===== config.mk =====
export PLATFORM = sky130hd
export DESIGN_NAME = lsu_mem_access_flat
export DESIGN_NICKNAME = d
export VERILOG_FILES = /design/src/rtl/lsu_mem_access_pkg.sv /design/src/rtl/lsu_mem_access_if.sv /design/src/rtl/lsu_mem_access_lane_align.sv /design/src/rtl/lsu_mem_access.sv /design/src/flat_wrapper.sv
export SDC_FILE = /design/constraint.sdc
export NUM_CORES = 1
export LEC_CHECK = 0
export ABC_AREA = 1
export ABC_CLOCK_PERIOD_IN_PS = 1900
export CORE_MARGIN = 5
export CORE_UTILIZATION = 42
export DETAILED_ROUTE_END_ITERATION = 16
export GPL_ROUTABILITY_DRIVEN = 0
export PLACE_DENSITY = 0.78
export SLEW_MARGIN = 20
export SYNTH_ARGS = -nofsm -noshare
export SYNTH_HDL_FRONTEND = slang
export SYNTH_SLANG_ARGS = --single-unit

===== constraint.sdc =====
create_clock -name clk -period 1.9 [get_ports clk]
set_input_delay 0.285 -clock clk [delete_from_list [all_inputs] [get_ports clk]]
set_output_delay 0.285 -clock clk [all_outputs]
set_load 0.03 [all_outputs]

===== src/rtl/lsu_mem_access_pkg.sv =====
// Shared constants, state encoding and decode helpers for the load/store unit.
package lsu_mem_access_pkg;

   localparam logic [6:0] OpcLoad  = 7'b0000011;
   localparam logic [6:0] OpcStore = 7'b0100011;

   localparam logic [2:0] F3Byte  = 3'b000;
   localparam logic [2:0] F3Half  = 3'b001;
   localparam logic [2:0] F3Word  = 3'b010;
   localparam logic [2:0] F3ByteU = 3'b100;
   localparam logic [2:0] F3HalfU = 3'b101;

   typedef enum logic [1:0] {
      StIdle  = 2'd0,
      StReq   = 2'd1,
      StWaitR = 2'd2,
      StDone  = 2'd3
   } lsu_state_e;

   function automatic logic load_f3_ok(logic [2:0] f3);
      return f3 inside {F3Byte, F3Half, F3Word, F3ByteU, F3HalfU};
   endfunction

   function automatic logic store_f3_ok(logic [2:0] f3);
      return f3 inside {F3Byte, F3Half, F3Word};
   endfunction

   // funct3[1:0] carries the access size for both signed and unsigned loads.
   function automatic logic is_misaligned(logic [2:0] f3, logic [1:0] lo);
      logic mis;
      mis = 1'b0;
      case (f3[1:0])
         2'b01:   mis = lo[0];
         2'b10:   mis = (lo != 2'b00);
         default: mis = 1'b0;
      endcase
      return mis;
   endfunction

endpackage


===== src/rtl/lsu_mem_access_if.sv =====
// Word-wide req/gnt/rvalid memory bus between the LSU (master) and memory (slave).
interface lsu_mem_access_if;

   logic        bus_req;
   logic        bus_we;
   logic [31:0] bus_addr;
   logic [3:0]  bus_be;
   logic [31:0] bus_wdata;
   logic        bus_gnt;
   logic        bus_rvalid;
   logic [31:0] bus_rdata;

   modport master (
      output bus_req, bus_we, bus_addr, bus_be, bus_wdata,
      input  bus_gnt, bus_rvalid, bus_rdata
   );

   modport slave (
      input  bus_req, bus_we, bus_addr, bus_be, bus_wdata,
      output bus_gnt, bus_rvalid, bus_rdata
   );

endinterface


===== src/rtl/lsu_mem_access_lane_align.sv =====
// Combinational lane steering: byte enables and store replication, load extraction/extension.
module lsu_mem_access_lane_align
   import lsu_mem_access_pkg::*;
(
   input  logic [2:0]  funct3,
   input  logic [1:0]  addr_lo,
   input  logic        is_store,
   input  logic [31:0] wdata,
   input  logic [31:0] rdata,
   output logic [3:0]  be,
   output logic [31:0] wdata_rep,
   output logic [31:0] ld_ext
);

   logic [7:0]  rd_byte;
   logic [15:0] rd_half;

   assign rd_byte = rdata[{addr_lo, 3'b000} +: 8];
   assign rd_half = rdata[{addr_lo[1], 4'b0000} +: 16];

   always_comb begin
      be        = 4'b0000;
      wdata_rep = '0;
      case (funct3[1:0])
         2'b00: begin
            be        = 4'b0001 << addr_lo;
            wdata_rep = {4{wdata[7:0]}};
         end
         2'b01: begin
            be        = addr_lo[1] ? 4'b1100 : 4'b0011;
            wdata_rep = {2{wdata[15:0]}};
         end
         default: begin
            be        = 4'b1111;
            wdata_rep = wdata;
         end
      endcase
      // Loads never drive write data onto the bus.
      if (!is_store) begin
         wdata_rep = '0;
      end
   end

   always_comb begin
      ld_ext = '0;
      case (funct3)
         F3Byte:  ld_ext = {{24{rd_byte[7]}}, rd_byte};
         F3Half:  ld_ext = {{16{rd_half[15]}}, rd_half};
         F3Word:  ld_ext = rdata;
         F3ByteU: ld_ext = {24'b0, rd_byte};
         F3HalfU: ld_ext = {16'b0, rd_half};
         default: ld_ext = '0;
      endcase
   end

endmodule


===== src/rtl/lsu_mem_access.sv =====
// Memory-access stage: decodes loads/stores, runs one bus transaction each, stalls the core meanwhile.
module lsu_mem_access
   import lsu_mem_access_pkg::*;
#(
   parameter int unsigned TIMEOUT_CYCLES = 255
) (
   input  logic                     clk,
   input  logic                     rst,
   input  logic                     valid_in,
   input  logic [31:0]              instr,
   input  logic [31:0]              addr,
   input  logic [31:0]              wdata,
   output logic                     stall,
   output logic [31:0]              ld_data,
   output logic                     ld_valid,
   output logic                     misalign_err,
   output logic                     bus_err,
   lsu_mem_access_if.master         bus
);

   localparam logic [7:0] TimeoutLast = 8'(TIMEOUT_CYCLES - 1);

   lsu_state_e  state_q;
   logic [31:0] addr_q;
   logic [2:0]  funct3_q;
   logic        is_store_q;
   logic [3:0]  be_q;
   logic [31:0] wdata_q;
   logic [7:0]  cnt_q;
   logic [31:0] ld_data_q;
   logic        ld_valid_q, misalign_q, bus_err_q;

   logic [6:0]  opcode;
   logic [2:0]  f3;
   logic        is_load_in, is_store_in, mem_op, misal;
   logic        in_idle, in_req, timeout_hit;
   logic [2:0]  al_f3;
   logic [1:0]  al_lo;
   logic        al_store;
   logic [3:0]  al_be;
   logic [31:0] al_wdata, al_ld;
   logic        unused_instr_bits;

   assign opcode            = instr[6:0];
   assign f3                = instr[14:12];
   assign unused_instr_bits = ^{instr[31:15], instr[11:7]};

   assign is_load_in  = (opcode == OpcLoad) && load_f3_ok(f3);
   assign is_store_in = (opcode == OpcStore) && store_f3_ok(f3);
   assign mem_op      = valid_in && (is_load_in || is_store_in);
   assign misal       = is_misaligned(f3, addr[1:0]);

   assign in_idle     = (state_q == StIdle);
   assign in_req      = (state_q == StReq);
   // >= so a grant on the final budget cycle still aborts if rvalid never follows.
   assign timeout_hit = (cnt_q >= TimeoutLast);

   // Idle steers the live inputs for latching; afterwards the latched op drives extraction.
   assign al_f3    = in_idle ? f3 : funct3_q;
   assign al_lo    = in_idle ? addr[1:0] : addr_q[1:0];
   assign al_store = in_idle ? is_store_in : is_store_q;

   lsu_mem_access_lane_align u_lane_align (
      .funct3    (al_f3),
      .addr_lo   (al_lo),
      .is_store  (al_store),
      .wdata     (wdata),
      .rdata     (bus.bus_rdata),
      .be        (al_be),
      .wdata_rep (al_wdata),
      .ld_ext    (al_ld)
   );

   always_ff @(posedge clk or negedge rst) begin
      if (!rst) begin
         state_q    <= StIdle;
         addr_q     <= '0;
         funct3_q   <= '0;
         is_store_q <= 1'b0;
         be_q       <= '0;
         wdata_q    <= '0;
         cnt_q      <= '0;
         ld_data_q  <= '0;
         ld_valid_q <= 1'b0;
         misalign_q <= 1'b0;
         bus_err_q  <= 1'b0;
      end else begin
         ld_valid_q <= 1'b0;
         misalign_q <= 1'b0;
         bus_err_q  <= 1'b0;
         case (state_q)
            StIdle: begin
               if (mem_op) begin
                  if (misal) begin
                     misalign_q <= 1'b1;
                     state_q    <= StDone;
                  end else begin
                     addr_q     <= addr;
                     funct3_q   <= f3;
                     is_store_q <= is_store_in;
                     be_q       <= al_be;
                     wdata_q    <= al_wdata;
                     cnt_q      <= '0;
                     state_q    <= StReq;
                  end
               end
            end
            StReq: begin
               cnt_q <= cnt_q + 8'd1;
               if (bus.bus_gnt) begin
                  state_q <= is_store_q ? StDone : StWaitR;
               end else if (timeout_hit) begin
                  bus_err_q <= 1'b1;
                  ld_data_q <= '0;
                  state_q   <= StDone;
               end
            end
            StWaitR: begin
               cnt_q <= cnt_q + 8'd1;
               if (bus.bus_rvalid) begin
                  ld_data_q  <= al_ld;
                  ld_valid_q <= 1'b1;
                  state_q    <= StDone;
               end else if (timeout_hit) begin
                  bus_err_q <= 1'b1;
                  ld_data_q <= '0;
                  state_q   <= StDone;
               end
            end
            default: state_q <= StIdle;
         endcase
      end
   end

   // Reset qualifies stall so the core is released the moment reset asserts.
   assign stall = rst && ((mem_op && in_idle) || in_req || (state_q == StWaitR));

   assign ld_data      = ld_data_q;
   assign ld_valid     = ld_valid_q;
   assign misalign_err = misalign_q;
   assign bus_err      = bus_err_q;

   assign bus.bus_req   = in_req;
   assign bus.bus_we    = in_req && is_store_q;
   assign bus.bus_addr  = in_req ? {addr_q[31:2], 2'b00} : '0;
   assign bus.bus_be    = in_req ? be_q : '0;
   assign bus.bus_wdata = in_req ? wdata_q : '0;

endmodule


===== src/flat_wrapper.sv =====
// flat-port wrapper written by rule: the top's interface ports become plain ports
module lsu_mem_access_flat import lsu_mem_access_pkg::*;
#(
   parameter int unsigned TIMEOUT_CYCLES = 255
)
  (clk, rst, valid_in, instr, addr, wdata, stall, ld_data, ld_valid, misalign_err, bus_err, bus_bus_req, bus_bus_we, bus_bus_addr, bus_bus_be, bus_bus_wdata, bus_bus_gnt, bus_bus_rvalid, bus_bus_rdata);
  lsu_mem_access_if bus_i ();
  input  logic clk;
  input  logic rst;
  input  logic valid_in;
  input  logic [31:0] instr;
  input  logic [31:0] addr;
  input  logic [31:0] wdata;
  output logic stall;
  output logic [31:0] ld_data;
  output logic ld_valid;
  output logic misalign_err;
  output logic bus_err;
  output wire logic [$bits(bus_i.bus_req)-1:0] bus_bus_req;
  output wire logic [$bits(bus_i.bus_we)-1:0] bus_bus_we;
  output wire logic [$bits(bus_i.bus_addr)-1:0] bus_bus_addr;
  output wire logic [$bits(bus_i.bus_be)-1:0] bus_bus_be;
  output wire logic [$bits(bus_i.bus_wdata)-1:0] bus_bus_wdata;
  input wire logic [$bits(bus_i.bus_gnt)-1:0] bus_bus_gnt;
  input wire logic [$bits(bus_i.bus_rvalid)-1:0] bus_bus_rvalid;
  input wire logic [$bits(bus_i.bus_rdata)-1:0] bus_bus_rdata;
  assign bus_bus_req = bus_i.bus_req;
  assign bus_bus_we = bus_i.bus_we;
  assign bus_bus_addr = bus_i.bus_addr;
  assign bus_bus_be = bus_i.bus_be;
  assign bus_bus_wdata = bus_i.bus_wdata;
  assign bus_i.bus_gnt = bus_bus_gnt;
  assign bus_i.bus_rvalid = bus_bus_rvalid;
  assign bus_i.bus_rdata = bus_bus_rdata;
  lsu_mem_access #(.TIMEOUT_CYCLES(TIMEOUT_CYCLES)) u_core (.clk(clk), .rst(rst), .valid_in(valid_in), .instr(instr), .addr(addr), .wdata(wdata), .stall(stall), .ld_data(ld_data), .ld_valid(ld_valid), .misalign_err(misalign_err), .bus_err(bus_err), .bus(bus_i));
endmodule

; Word-level counts from Yosys, hierarchy flattened
; Index checks and enable logic that the tools add are counted.
[op_classes]
shift = 3
eq_ne = 18
bitwise_logic = 1
n_reduce_logical = 22
magnitude_cmp = 1
n_addsub = 1
mux = 35
[op_table]
columns = op, n
row1 = 32-bit 2-to-1 mux, 6
row2 = 32-bit case mux with 5 select lines, 1
row3 = 32-bit case mux with 2 select lines, 2
row4 = 32-bit by 6-bit variable part select with 16-bit output, 1
row5 = 32-bit by 6-bit variable part select with 8-bit output, 1
row6 = 8-bit 2-to-1 mux, 2
row7 = 8-bit case mux with 2 select lines, 1
row8 = 3-bit equality test (second input constant), 4
row9 = 2-bit 2-to-1 mux, 6
row10 = 1-bit 2-to-1 mux, 10
row11 = 8-bit by 1-bit adder with 8-bit output (second input constant), 1
row12 = 8-bit >= comparator (second input constant), 1
row13 = 4-bit 2-to-1 mux, 2
row14 = 4-bit case mux with 2 select lines, 1
row15 = 7-bit by 2-bit equality test with 1-bit output (second input constant), 1
row16 = 7-bit by 6-bit equality test with 1-bit output (second input constant), 1
row17 = 2-bit by 1-bit equality test with 1-bit output (second input constant), 3
row18 = 3-bit by 1-bit equality test with 1-bit output (second input constant), 2
row19 = 3-bit by 2-bit equality test with 1-bit output (second input constant), 2
row20 = 1-bit logical AND, 6
row21 = 3-bit logical NOT, 2
row22 = 2-bit case mux with 3 select lines, 1
row23 = 3-bit AND reduction, 2
row24 = 2-bit nonzero test, 3
row25 = other kinds (13), 19
[word_totals]
register_bits = 117

; Longest topological paths before layout
[depth]
ltp_word = 9
mapped_depth = 16
mapped_depth_nobuf = 13

; By module
; A second synthesis with hierarchy kept.
[unflattened]
cells_unflattened = 1042
area_unflattened_um2 = 6962.9
[by_module_without_submodules]
columns = mod, seq_area_each_um2, cells_per_inst, instances, area_each_um2
row1 = lsu_mem_access, 2927.8, 746, 1, 5685.5
row2 = lsu_mem_access_lane_align, 0.0, 296, 1, 1277.5

; Worst setup path after synthesis
; Ideal clock, no wire load.
[synth_path]
kind = register to output
start = register u_core.state_q[1]
end = output port bus_bus_addr[11]
stages_incl_launch_ff = 8
setup_slack_ns = -0.271
arrival_time_ns = 1.886
path_cell_list = dfrtp_1 > inv_1 > ha_1 > buf_2 > clkbuf_1 > buf_1 > nand2_1 > inv_1
[synth_via]
elab_chain_cells = 2
[synth_lines]
columns = item, line
row1 = start: declaration, lsu_mem_access.sv:23  ; lsu_state_e state_q;
row2 = start signal: assignment, lsu_mem_access.sv:76  ; state_q <= StIdle;
row3 = start signal: assignment, lsu_mem_access.sv:96  ; state_q <= StDone;
row4 = start signal: assignment, lsu_mem_access.sv:104  ; state_q <= StReq;
row5 = 2-bit by 1-bit equality test with 1-bit output, lsu_mem_access.sv:54  ; assign in_req = (state_q == StReq);
row6 = named net bus_bus_req, flat_wrapper.sv:19  ; output wire logic [$bits(bus_i.bus_req)-1:0] bus_bus_req;
row7 = 32-bit 2-to-1 mux, lsu_mem_access.sv:145  ; assign bus.bus_addr = in_req ? {addr_q[31:2], 2'b00} : '0;
row8 = end: declaration, flat_wrapper.sv:21  ; output wire logic [$bits(bus_i.bus_addr)-1:0] bus_bus_addr;
; The timed path passes the listed nets, and every way through them passes these cells.

; Final worst setup path
[layout_path]
start = register u_core.state_q[1]
end = output port bus_bus_wdata[30]
[layout_via]
elab_chain_cells = 2
[layout_lines]
columns = item, line
row1 = 2-bit by 1-bit equality test with 1-bit output, lsu_mem_access.sv:54
row2 = 32-bit 2-to-1 mux, lsu_mem_access.sv:147  ; assign bus.bus_wdata = in_req ? wdata_q : '0;
row3 = end: declaration, flat_wrapper.sv:23  ; output wire logic [$bits(bus_i.bus_wdata)-1:0] bus_bus_wdata;
; Every way passes these cells.

==> out/metrics.csv <==
stage;metric;value;unit
power;power_density;1070;mW/mm^2
place;dpl_cell_area;0.00969;mm^2
power;p_leak;6.23;nW
clock_tree;clkTransAtPathRegs;60;ps
floorplan;initial_core_util;42.6;%
sta;relSlewSlack;57.1;%
yosys;syn_area_per_cell;6.69;um^2
worst_setup_path;crit_arrival;1770;ps
yosys;yosysMostFrequentCell;nand2_1;
route;drt_iter0_drc;615;
yosys;syn-cell-area;0.00704;mm^2
cells_and_area;design_area;0.0114;mm^2
floorplan;pin_count;239;
worst_setup_path;crit_path_end_kind;primary output;
run_status;violations;negative setup slack;
yosys;synth_flop_cell;dfrtp_1;
global_routing;grt_pass1_vias;7173;
route;drc_errors;0;
route;wl;25000;um
cells_and_area;antennaDiodeCount;0;
cells_and_area;fillers;1266;
route;viasPerCell;4.94;
yosys;synth_top_area_share;41.6;%
sta;finalMaxSlewViolations;0;
worst_setup_path;rrSetupSlack;-110;ps
yosys;yosys-top-cells-area;dfrtp_1 42%, nand2_1 27%, inv_1 6.3%;
route;vias;7684;
yosys;synth_seq_cells;117;
yosys;synth_cells;1052;
route;wire_per_inst;16.0;um
worst_setup_path;cp-endpoint;bus_bus_wdata[30];
power;peakVddDrop;0.000816;V
clock_tree;tritoncts;built;
hold_path;min_path_type;in2async;
global_routing;grt_pass1_wl;37200;um
floorplan;row_count;47;
place;hpwl;15200;um
global_routing;grtUsageTotal;23.7;%
cells_and_area;fin_nets;1466;
route;postRouteAntennaNets;0;
cells_and_area;layout-drive-gt1-share;26.2;%
clock_tree;cts_hold_buffers;0;
yosys;synth_edf_count;0;
sta;fin_crit_sh;108;%
worst_setup_path;cp.required;1620;ps
worst_setup_path;startpoint_type;flop;
sta;fmax;487;MHz
worst_setup_path;r2r_end;u_core.ld_data[14];
clock_tree;cts_buffers;17;
yosys;synth.distinct_cells;38;
sta;worst_pin_slew;643;ps
cells_and_area;syn_to_final_growth;61.8;%
clock_tree;clock-sinks;117;
sta;grt_setup_unrepaired;yes;
worst_setup_path;reg2reg_from;u_core.state_q[0];
floorplan;fp.dieW;139;um
place;io_buffers;214;
run_status;status;finished with violations;
floorplan;die_area;0.0195;mm^2
clock_tree;clockBufferDepth;2;
global_routing;antenna_found_initial;0;
sta;fin_skew;8.62;ps
worst_setup_path;rr_worst_depth;13;
clock_tree;htree_levels;4;
yosys;synth_seq_area_share;41.6;%
sta;finalCriticalPeriod;2050;ps
yosys;synth_top_cell_by_area;dfrtp_1;
cells_and_area;fin_util;68.9;%
sta;worst_slack;-154;ps
yosys;synthTopCellsByCount;503 x nand2_1, 118 x inv_1, 117 x dfrtp_1;
worst_setup_path;cp_max_fo;17;
sta;setup-violations-final;80;
floorplan;core-area;0.0165;mm^2
job;maxCapViolations;0;
yosys;synth_warnings;0;
global_routing;grt_overflow;0;
floorplan;die_h;139;um
global_routing;grt_max_degree;118;
worst_setup_path;crit_type;reg2out;
route;drt_first_pass_iters;6;
clock_tree;clk_latency;420;ps
sta;hold_violations;0;
worst_setup_path;startpoint;u_core.state_q[1];
yosys;async_flop_share;100;%
power;total_power;12.2;mW
clock_tree;clockRootBuffer;clkbuf_16;
[power by group]
part	internal (mW)	switching (mW)
Clock	1.67	1.26
Sequential	2.74	0.166
Combinational	2.86	3.51
Total	7.27	4.93
[registers in the layout, summed over array words and instances, names as in the netlist, 2 cells and up]
name / flops
u_core.state_q: 2
u_core.be_q: 4
u_core.funct3_q: 3
u_core.ld_data: 32
u_core.cnt_q: 8
u_core.addr_q: 32
u_core.wdata_q: 32
[area by class of cell]
| cell class | instances | area, um^2 | area share, % |
|---|---|---|---|
| multi-input combinational | 767 | 3800 | 33.4 |
| timing repair buffer | 297 | 3360 | 29.5 |
| sequential | 117 | 2930 | 25.7 |
| inverter | 123 | 485 | 4.26 |
| clock buffer | 18 | 429 | 3.77 |
| tap | 220 | 275 | 2.42 |
| clock inverter | 14 | 106 | 0.934 |
[worst max-delay path, stage by stage, from the launching register on]
cell and delay [ps]:
dfrtp_1 390, inv_2 80, buf_6 100, ha_4 260, buf_12 190, nand2_1 110, inv_2 90, buf_12 110
[per-stage QoR]
step           instances  worst slack (ps)  setup TNS, ps  hold WS (ps)
6_report            1556              -154          -7290          45.2
5_1_grt             1556              -215         -14570          84.1
4_1_cts             1541              -138          -6030          77.5
3_5_place_dp        1493              -447         -45560           459
3_3_place_gp        1493              -379         -37870           454
2_1_floorplan       1053              11.3              0         -10.6
[metal layers]
layer,wire (um),vias to the layer above,global-route usage (%)
li1,-,3704,-
met1,9820,3576,29.9
met2,12400,330,40.3
met3,1930,74,5.90
met4,796,0,7.00
met5,0,-,0
[worst min-delay path by stage]
stage	endpoint	slack [ps]	depth (start not counted)
after CTS	u_core.wdata_q[17]	80	2
after detailed placement	u_core.addr_q[8]	460	2
after floorplan	u_core.addr_q[0]	-10	0
after global routing	u_core.wdata_q[17]	80	2
final	u_core.wdata_q[12]	50	2
after global placement	u_core.addr_q[6]	450	2
[cells in the final DEF, fill, tap and decap left out, drive strengths merged, types with 2 or more instances in the layout]
cell           Yosys  final
dfrtp            117    117
nand3             52     52
inv              122    123
clkbuf            13     21
conb               1      2
dlygate4sd2        0      2
o21ai             35     35
clkinv             1      9
buf               38    150
nand2            522    525
clkdlybuf4s50      0    141
nor2             110    112
nand3b             4      4
nand4              2      2
clkinvlp           0      5
a21oi             14     14
ha                10     10
a211oi             2      2
or2                2      2
[repair_timing]
action,CTS,global route
resized for setup,115,129
pin swaps,9,42
setup endpoints to repair,129,120
gates cloned,5,5
hold endpoints to repair,0,0
buffers inserted,11,10
[logic make-up after synthesis]
kind of cell             share of synthesized area, %
XOR/XNOR                                        0.124
adder cells (fa/ha/maj)                          1.78
buffers and inverters                            11.4
AND/OR/NAND/NOR                                  40.9
other                                          0.0533
flip-flops                                       41.6
AO/OA/AOI/OAI                                    4.16
(Power assumes the default switching activity.)
